--- config.mk ---
export PLATFORM = sky130hd
export DESIGN_NAME = wb_mem_arbiter
export DESIGN_NICKNAME = d
export VERILOG_FILES = /design/src/rtl/wb_mem_arbiter.sv
export SDC_FILE = /design/constraint.sdc
export NUM_CORES = 1
export LEC_CHECK = 0
export ABC_AREA = 1
export BUFFER_PORTS_ARGS = -buffer_cell sky130_fd_sc_hd__buf_2
export CAP_MARGIN = 20
export CORE_ASPECT_RATIO = 0.6
export CORE_MARGIN = 8
export CORE_UTILIZATION = 50
export DETAILED_ROUTE_END_ITERATION = 8
export GPL_ROUTABILITY_DRIVEN = 0
export PLACE_DENSITY_LB_ADDON = 0.12
export SLEW_MARGIN = 20
export SYNTH_ARGS = -nofsm -noshare
export SYNTH_HDL_FRONTEND = slang
export SYNTH_SLANG_ARGS = --single-unit
--- constraint.sdc ---
create_clock -name clk_i -period 6.1 [get_ports clk_i]
set_input_delay 0.305 -clock clk_i [delete_from_list [all_inputs] [get_ports clk_i]]
set_output_delay 0.305 -clock clk_i [all_outputs]
set_load 0.01 [all_outputs]
--- src/rtl/wb_mem_arbiter.sv ---
// wb_mem_arbiter: merges ibus/dbus onto one QSPI adapter port with address decode and a one-word ibuf
module wb_mem_arbiter #(
  parameter logic [7:0] ROM_PAGE = 8'h00,
  parameter logic [7:0] RAM_PAGE = 8'h01,
  parameter bit         IBUF_EN  = 1'b1
) (
  input  logic        clk_i,
  input  logic        rst_i,
  input  logic        ibus_stb_i,
  input  logic [31:0] ibus_adr_i,
  output logic        ibus_ack_o,
  output logic [31:0] ibus_dat_o,
  input  logic        dbus_stb_i,
  input  logic        dbus_we_i,
  input  logic [3:0]  dbus_be_i,
  input  logic [31:0] dbus_adr_i,
  input  logic [31:0] dbus_dat_i,
  output logic        dbus_ack_o,
  output logic [31:0] dbus_dat_o,
  output logic        mem_sel_o,
  output logic        mem_stb_o,
  output logic        mem_we_o,
  output logic [3:0]  mem_be_o,
  output logic [21:0] mem_adr_o,
  output logic [31:0] mem_dat_o,
  input  logic [31:0] mem_dat_i,
  input  logic        mem_ack_i
);
  localparam logic [1:0] S_IDLE  = 2'd0;
  localparam logic [1:0] S_MEM   = 2'd1;
  localparam logic [1:0] S_LOCAL = 2'd2;
  logic [1:0]  r_state;
  logic        r_gnt_d;
  logic        r_last_d;
  logic        r_mem_sel;
  logic        r_mem_stb;
  logic        r_mem_we;
  logic [3:0]  r_mem_be;
  logic [21:0] r_mem_adr;
  logic [31:0] r_mem_dat;
  logic [29:0] r_req_tag;
  logic [31:0] r_loc_dat;
  logic        r_ibuf_valid;
  logic [29:0] r_ibuf_tag;
  logic [31:0] r_ibuf_dat;
  logic        w_req;
  logic        w_pick_d;
  logic [31:0] w_adr;
  logic        w_we;
  logic        w_rom;
  logic        w_ram;
  logic        w_hit;
  logic        w_local;
  logic        w_ack;
  logic [31:0] w_dat;
  logic        w_unused;
  // Round-robin pick plus address decode/classification of the request seen in IDLE
  always_comb begin
    w_req    = ibus_stb_i | dbus_stb_i;
    w_pick_d = dbus_stb_i & (~ibus_stb_i | ~r_last_d);
    w_adr    = w_pick_d ? dbus_adr_i : ibus_adr_i;
    w_we     = w_pick_d & dbus_we_i;
    w_rom    = w_adr[31:24] == ROM_PAGE;
    w_ram    = w_adr[31:24] == RAM_PAGE;
    w_hit    = IBUF_EN & ~w_pick_d & r_ibuf_valid & (r_ibuf_tag == w_adr[31:2]);
    w_local  = w_hit | ~(w_rom | w_ram) | (w_we & w_rom);
    w_ack    = (r_state == S_MEM & mem_ack_i) | r_state == S_LOCAL;
    w_dat    = r_state == S_MEM ? mem_dat_i : r_loc_dat;
    w_unused = ^w_adr[1:0];
  end
  // Grant/capture in IDLE, wait for the adapter in MEM, single-cycle answer in LOCAL
  always_ff @(posedge clk_i or posedge rst_i)
    if (rst_i) begin
      r_state      <= S_IDLE;
      r_gnt_d      <= 1'b0;
      r_last_d     <= 1'b0;
      r_mem_sel    <= 1'b1;
      r_mem_stb    <= 1'b0;
      r_mem_we     <= 1'b0;
      r_mem_be     <= '0;
      r_mem_adr    <= '0;
      r_mem_dat    <= '0;
      r_req_tag    <= '0;
      r_loc_dat    <= '0;
      r_ibuf_valid <= 1'b0;
      r_ibuf_tag   <= '0;
      r_ibuf_dat   <= '0;
    end else if (r_state == S_IDLE && w_req) begin
      r_gnt_d   <= w_pick_d;
      r_last_d  <= w_pick_d;
      r_mem_sel <= w_ram;
      r_mem_stb <= ~w_local;
      r_mem_we  <= w_we;
      r_mem_be  <= w_pick_d ? dbus_be_i : 4'hf;
      r_mem_adr <= w_adr[23:2];
      r_mem_dat <= w_pick_d ? dbus_dat_i : '0;
      r_req_tag <= w_adr[31:2];
      r_loc_dat <= w_hit ? r_ibuf_dat : '0;
      r_state   <= w_local ? S_LOCAL : S_MEM;
      if (w_we && w_adr[31:2] == r_ibuf_tag) r_ibuf_valid <= 1'b0;
    end else if (r_state == S_MEM && mem_ack_i) begin
      r_mem_stb <= 1'b0;
      r_state   <= S_IDLE;
      if (IBUF_EN && !r_gnt_d) begin
        r_ibuf_valid <= 1'b1;
        r_ibuf_tag   <= r_req_tag;
        r_ibuf_dat   <= mem_dat_i;
      end
    end else if (r_state == S_LOCAL) r_state <= S_IDLE;
  assign ibus_ack_o = w_ack & ~r_gnt_d;
  assign dbus_ack_o = w_ack & r_gnt_d;
  assign ibus_dat_o = ibus_ack_o ? w_dat : '0;
  assign dbus_dat_o = dbus_ack_o ? w_dat : '0;
  assign mem_sel_o  = r_mem_sel;
  assign mem_stb_o  = r_mem_stb;
  assign mem_we_o   = r_mem_we;
  assign mem_be_o   = r_mem_be;
  assign mem_adr_o  = r_mem_adr;
  assign mem_dat_o  = r_mem_dat;
endmodule

# Word level (Yosys, flattened, before mapping)

Index checks and enable logic that the tools add are counted.

Output and inout port bits: 127
Bits of input ports: 138
Bits in registers: 189

Reduce and logical (&&, ||, !) cells: 9
Mux-type cells: 17
Equal/unequal tests: 7
Bitwise operators: 20

Operator list:

| operator                                               | count |
|---|---|
| two-way mux 32 bit                                     | 6 |
| equality test 30 bit                                   | 2 |
| bitwise AND 1 bit                                      | 8 |
| equality test 8 x 1 -> 1 bit (second input constant)   | 1 |
| logical NOT 8 bit                                      | 1 |
| two-way mux 2 bit                                      | 4 |
| two-way mux 1 bit                                      | 6 |
| NOT 1 bit                                              | 6 |
| OR 1 bit                                               | 6 |
| AND reduction 3 bit                                    | 2 |
| two-way mux 4 bit                                      | 1 |
| inequality test 2 x 1 -> 1 bit (second input constant) | 2 |
| logical AND 1 bit                                      | 3 |
| nonzero test 3 bit                                     | 1 |
| equality test 2 x 1 -> 1 bit (second input constant)   | 1 |
| equality test 2 bit (second input constant)            | 1 |
| logical NOT 2 bit                                      | 1 |
| nonzero test 2 bit                                     | 1 |

# Longest topological paths before layout

Depth after elaboration: 11
Gate-level depth with buffers: 15
Gate-level depth less buffers: 15

# Least setup slack after synthesis

OpenSTA, ideal clock, no wires.

Kind: register to output
From: register r_state[0]
To: output port dbus_dat_o[20]
Slack: 4.153 ns
Required time: 5.795 ns
Path buffers: 3
Cell stages (with the launch flop): 7
Arrival: 1.642 ns
Cells stage by stage: dfrtp_1 clkbuf_1 nand2_1 clkbuf_1 clkbuf_1 a21oi_1 nor2_1

Cells in the longest elaborated chain, start to end: 5
Elaborated cells on any way between the ends: 7
Those cells by class: eq/ne (2); mux (2); bitwise (3)

Ends and longest elaborated chain:

| element                      | line   | text |
|---|---|---|
| start, declared              | 32     | `logic [1:0] r_state;` |
| start signal, assigned       | 99     | `r_state <= w_local ? S_LOCAL : S_MEM;` |
| equality test 2 x 1 -> 1 bit | 67, 68 |  |
| bitwise AND 1 bit            | 67     | `w_ack = (r_state == S_MEM & mem_ack_i) \| r_state == S_LOCAL;` |
| OR 1 bit                     | 67     |  |
| bitwise AND 1 bit            | 111    | `assign dbus_ack_o = w_ack & r_gnt_d;` |
| two-way mux 32 bit *         | 113    | `assign dbus_dat_o = dbus_ack_o ? w_dat : '0;` |
| end, declared                | 19     | `output logic [31:0] dbus_dat_o,` |

Mark *: on every way between the ends. The rest lies on a longest branch, timed or not.

# Worst setup path in the final report

From: register r_last_d
To: register r_ibuf_valid

Cells in the longest elaborated chain, start to end: 8
Elaborated cells on any way between the ends: 10
Those cells by class: eq/ne (3); mux (1); bitwise (4); reduce/logical (2)

Ends and longest elaborated chain:

| element                                  | line | text |
|---|---|---|
| start, declared                          | 34   | `logic r_last_d;` |
| start signal, assigned                   | 90   | `r_last_d <= w_pick_d;` |
| NOT 1 bit (no line)                      | n/a  |  |
| OR 1 bit                                 | 60   | `w_pick_d = dbus_stb_i & (~ibus_stb_i \| ~r_last_d);` |
| bitwise AND 1 bit                        | 60   |  |
| two-way mux 32 bit                       | 61   | `w_adr = w_pick_d ? dbus_adr_i : ibus_adr_i;` |
| equality test 30 bit                     | 100  | `if (w_we && w_adr[31:2] == r_ibuf_tag) r_ibuf_valid <= 1'b0;` |
| logical AND 1 bit                        | 100  |  |
| inequality test 2 x 1 -> 1 bit (no line) | n/a  |  |
| AND reduction 3 bit (no line) *          | n/a  |  |
| end signal, assigned                     | 85   | `r_ibuf_valid <= 1'b0;` |
| end signal, assigned                     | 100  |  |
| end signal, assigned                     | 105  | `r_ibuf_valid <= 1'b1;` |
| end, declared                            | 43   | `logic r_ibuf_valid;` |

Marks and branches as above.
A chain may end at the register's enable or synchronous reset.

==> run summary <==
status -> completed
row count -> 37
post-synthesis instance area -> 0.00867 mm^2
Clock transition at path regs -> 0.08 ns
ANT nets after route -> 0
WL/cell -> 15.6 um
commonest non-fill, non-tap cell in the layout -> nand2_1
port bufs -> 260
share of the synthesized area in the top cell type -> 47.9%
worst skew pair latency -> 0.42 ns
DP Wirelength -> 16,700 um
Yosys reg bits -> 167
Die X -> 186 um
Setup Buffers After CTS -> 0
Starting Density -> 50.8%
largest net degree at the start of global routing -> 104
NumNets Final -> 1,449
CTS sink cnt -> 167
Via Count -> 7,962
Final Setup Violations -> 0
die height -> 118 um
worst IR drop on VDD -> 241 uV
Post-CTS Resized -> 0
DR DRC count -> 0
layout cells sized above 1 -> 24.5%
Starting DRT DRC Count -> 596
Routed WL -> 24,300 um
DIE AREA -> 0.0220 mm^2
Least-Margin Pin Slew -> 0.995 ns
Distinct cells, synth -> 30
first-pass GRT wire length -> 39,800 um
Overflow after GRT -> 0
cts hold-fix bufs -> 0
post-synthesis sequential area ratio -> 48.2%
top cells by area, synth -> dfrtp_1 48%, nand2_1 12%, nor2_1 6.6%, inv_1 4.7%, nand3_1 4.6%
detailed-router iteration count before antenna repair -> 5
Crit Path Category -> register to register
Leak Pwr -> 5.94 nW
hold crit path type -> input port to asynchronous set/reset pin
Syn Area/Cell -> 7.81 um^2
final setup TNS -> 0 ns
Peak Freq -> 0.309 GHz
Yosys top cell by area -> dfrtp_1
Max Cap Viol -> 0
n_diodes -> 0
Tcrit/Tclk final -> 53.1%
fill cell count -> 1,583
worst-case clock buffer depth -> 2
most frequent cells in the layout -> 282 x nand2_1, 260 x buf_2, 166 x dfrtp_1, 152 x nor2_1, 107 x inv_1
Pwr Density -> 429 mW/mm^2
Root Buffer -> clkbuf_16
number of global-route vias before repair -> 7,825
worst path required time -> 6.41 ns
highest net fanout along the worst path -> 45
post-route cell area -> 0.0105 mm^2
htree depth -> 4
Final Hold Fails -> 0
cts bufs inserted -> 17
Via density -> 5.11
yosys warns -> 0
number of primary I/O pins -> 265
Max-slew headroom -> 33.6%
min cycle time layout -> 3.24 ns
Post-Synthesis Cells -> 1,110
initial antenna violation count -> 1
WP data arrival -> 3.55 ns
TritonCTS clock tree -> yes
Worst Setup End Kind -> register
Syn-to-layout area delta -> 21.0%
Worst Skew -> 0.0158 ns
core area -> 0.0171 mm^2
crit start category -> register
Mapped Nets -> 1,248
Post-DP Area -> 0.00985 mm^2
RSZ-0062 raised after global routing -> no
overall routing resource usage -> 22.2%
Final Max Slew Viols -> 0
## stage by stage
stage | hold WS, ns | std cells | power (W) | setup slack, ns | utilization [%]
finish | 0.0301 | 1558 | 0.00450 | 2.86 | 61.4
CTS | 0.0687 | 1558 | 0.00454 | 2.82 | 61.4
detailed placement | 0.467 | 1526 | 0.00339 | 2.60 | 57.7
global route | 0.0748 | 1558 | 0.00486 | 2.56 | 61.4
global placement | 0.463 | 1526 | 0.00335 | 2.62 | 57.7
floorplan | 0.438 | 1110 | 0.00294 | 1.28 | -
## where the power goes
part	leakage (nW)	switching (W)	internal [W]
Clock	0.301	0.000509	0.000630
Sequential	2.08	0.000258	0.00151
Combinational	3.55	0.00102	0.000577
## critical path, cell delays in order (launching register included)
cell	delay [ns]
dfrtp_1	0.42
nand2_4	0.46
nand2_8	0.34
nand2_1	0.21
nand2_1	0.11
nand2_1	0.07
nand2_1	0.05
nor2_1	0.23
nand2_1	0.08
nor2_1	0.09
nand2_1	0.08
nor2_4	0.66
nand3_1	0.16
nand2_1	0.10
inv_1	0.04
## Yosys cell counts
cell      instances
inv_1           108
nor3_4            1
buf_6             7
nand4_1          34
nor2_1          152
a21oi_1          51
buf_2             8
nor2_2            2
clkbuf_1         39
inv_2             1
nand3_1          79
a31oi_1           9
o22a_1            4
nand3b_1         23
dfstp_2           1
nand2_2           2
nand2_4           1
nand2_8           1
buf_4            27
o21ai_0          53
nand3b_2          2
a22o_1           32
mux2i_1           7
mux2_2            9
nor3_1            1
dfrtp_1         166
buf_1             5
nand2_1         283
nand3_2           1
nor2_4            1
## path summary, 6_finish.rpt
check | startpoint | to | slack, ns | cells past startpoint
worst max register to register | r_last_d | r_ibuf_valid | 2.86 | 14
min in group clk_i | dbus_dat_i[27] | mem_dat_o[27] | 0.09 | 2
worst min-delay path | rst_i | mem_dat_o[30] | 0.03 | 2
worst min register to register | r_loc_dat[28] | r_loc_dat[28] | 0.48 | 2
worst max-delay path | r_last_d | r_ibuf_valid | 2.86 | 14
max in group asynchronous | rst_i | r_loc_dat[29] | 4.54 | 3
## metal layers
| layer | vias up | share of wire (%) | track usage [%] |
|---|---|---|---|
| met5 | - | 0.041 | 0 |
| met4 | 2 | 1.1 | 4.55 |
| li1 | 3973 | - | - |
| met2 | 289 | 44 | 34.2 |
| met3 | 23 | 9.2 | 7.00 |
| met1 | 3675 | 45 | 30.4 |
## cells by family (layout without fill, tap and decap cells)
logic type	Yosys count	after routing	synth area share, %
AO/OA/AOI/OAI	149	149	10.3
buffers and inverters	195	409	10.3
flip-flops	167	167	48.2
multiplexers	16	16	1.98
AND/OR/NAND/NOR	583	583	29.2
## registers in the layout, indices dropped and copies added (netlist names), 2 cells and up
| signal | count |
|---|---|
| r_ibuf_dat | 32 |
| r_ibuf_tag | 30 |
| r_loc_dat | 32 |
| mem_be_o | 4 |
| r_req_tag | 9 |
| r_state | 2 |
| mem_adr_o | 21 |
| mem_dat_o | 32 |
## layout make-up
cell class	count	area [um^2]	share of cell area [%]
Tap cell	234	293	2.79
Multi-Input combinational cell	748	3610	34.4
Inverter	109	415	3.96
Clock inverter	15	204	1.94
Timing Repair Buffer	268	1370	13.0
Sequential cell	167	4180	39.8
Clock buffer	17	425	4.05
Note: power is estimated with default switching activity, not from simulation.
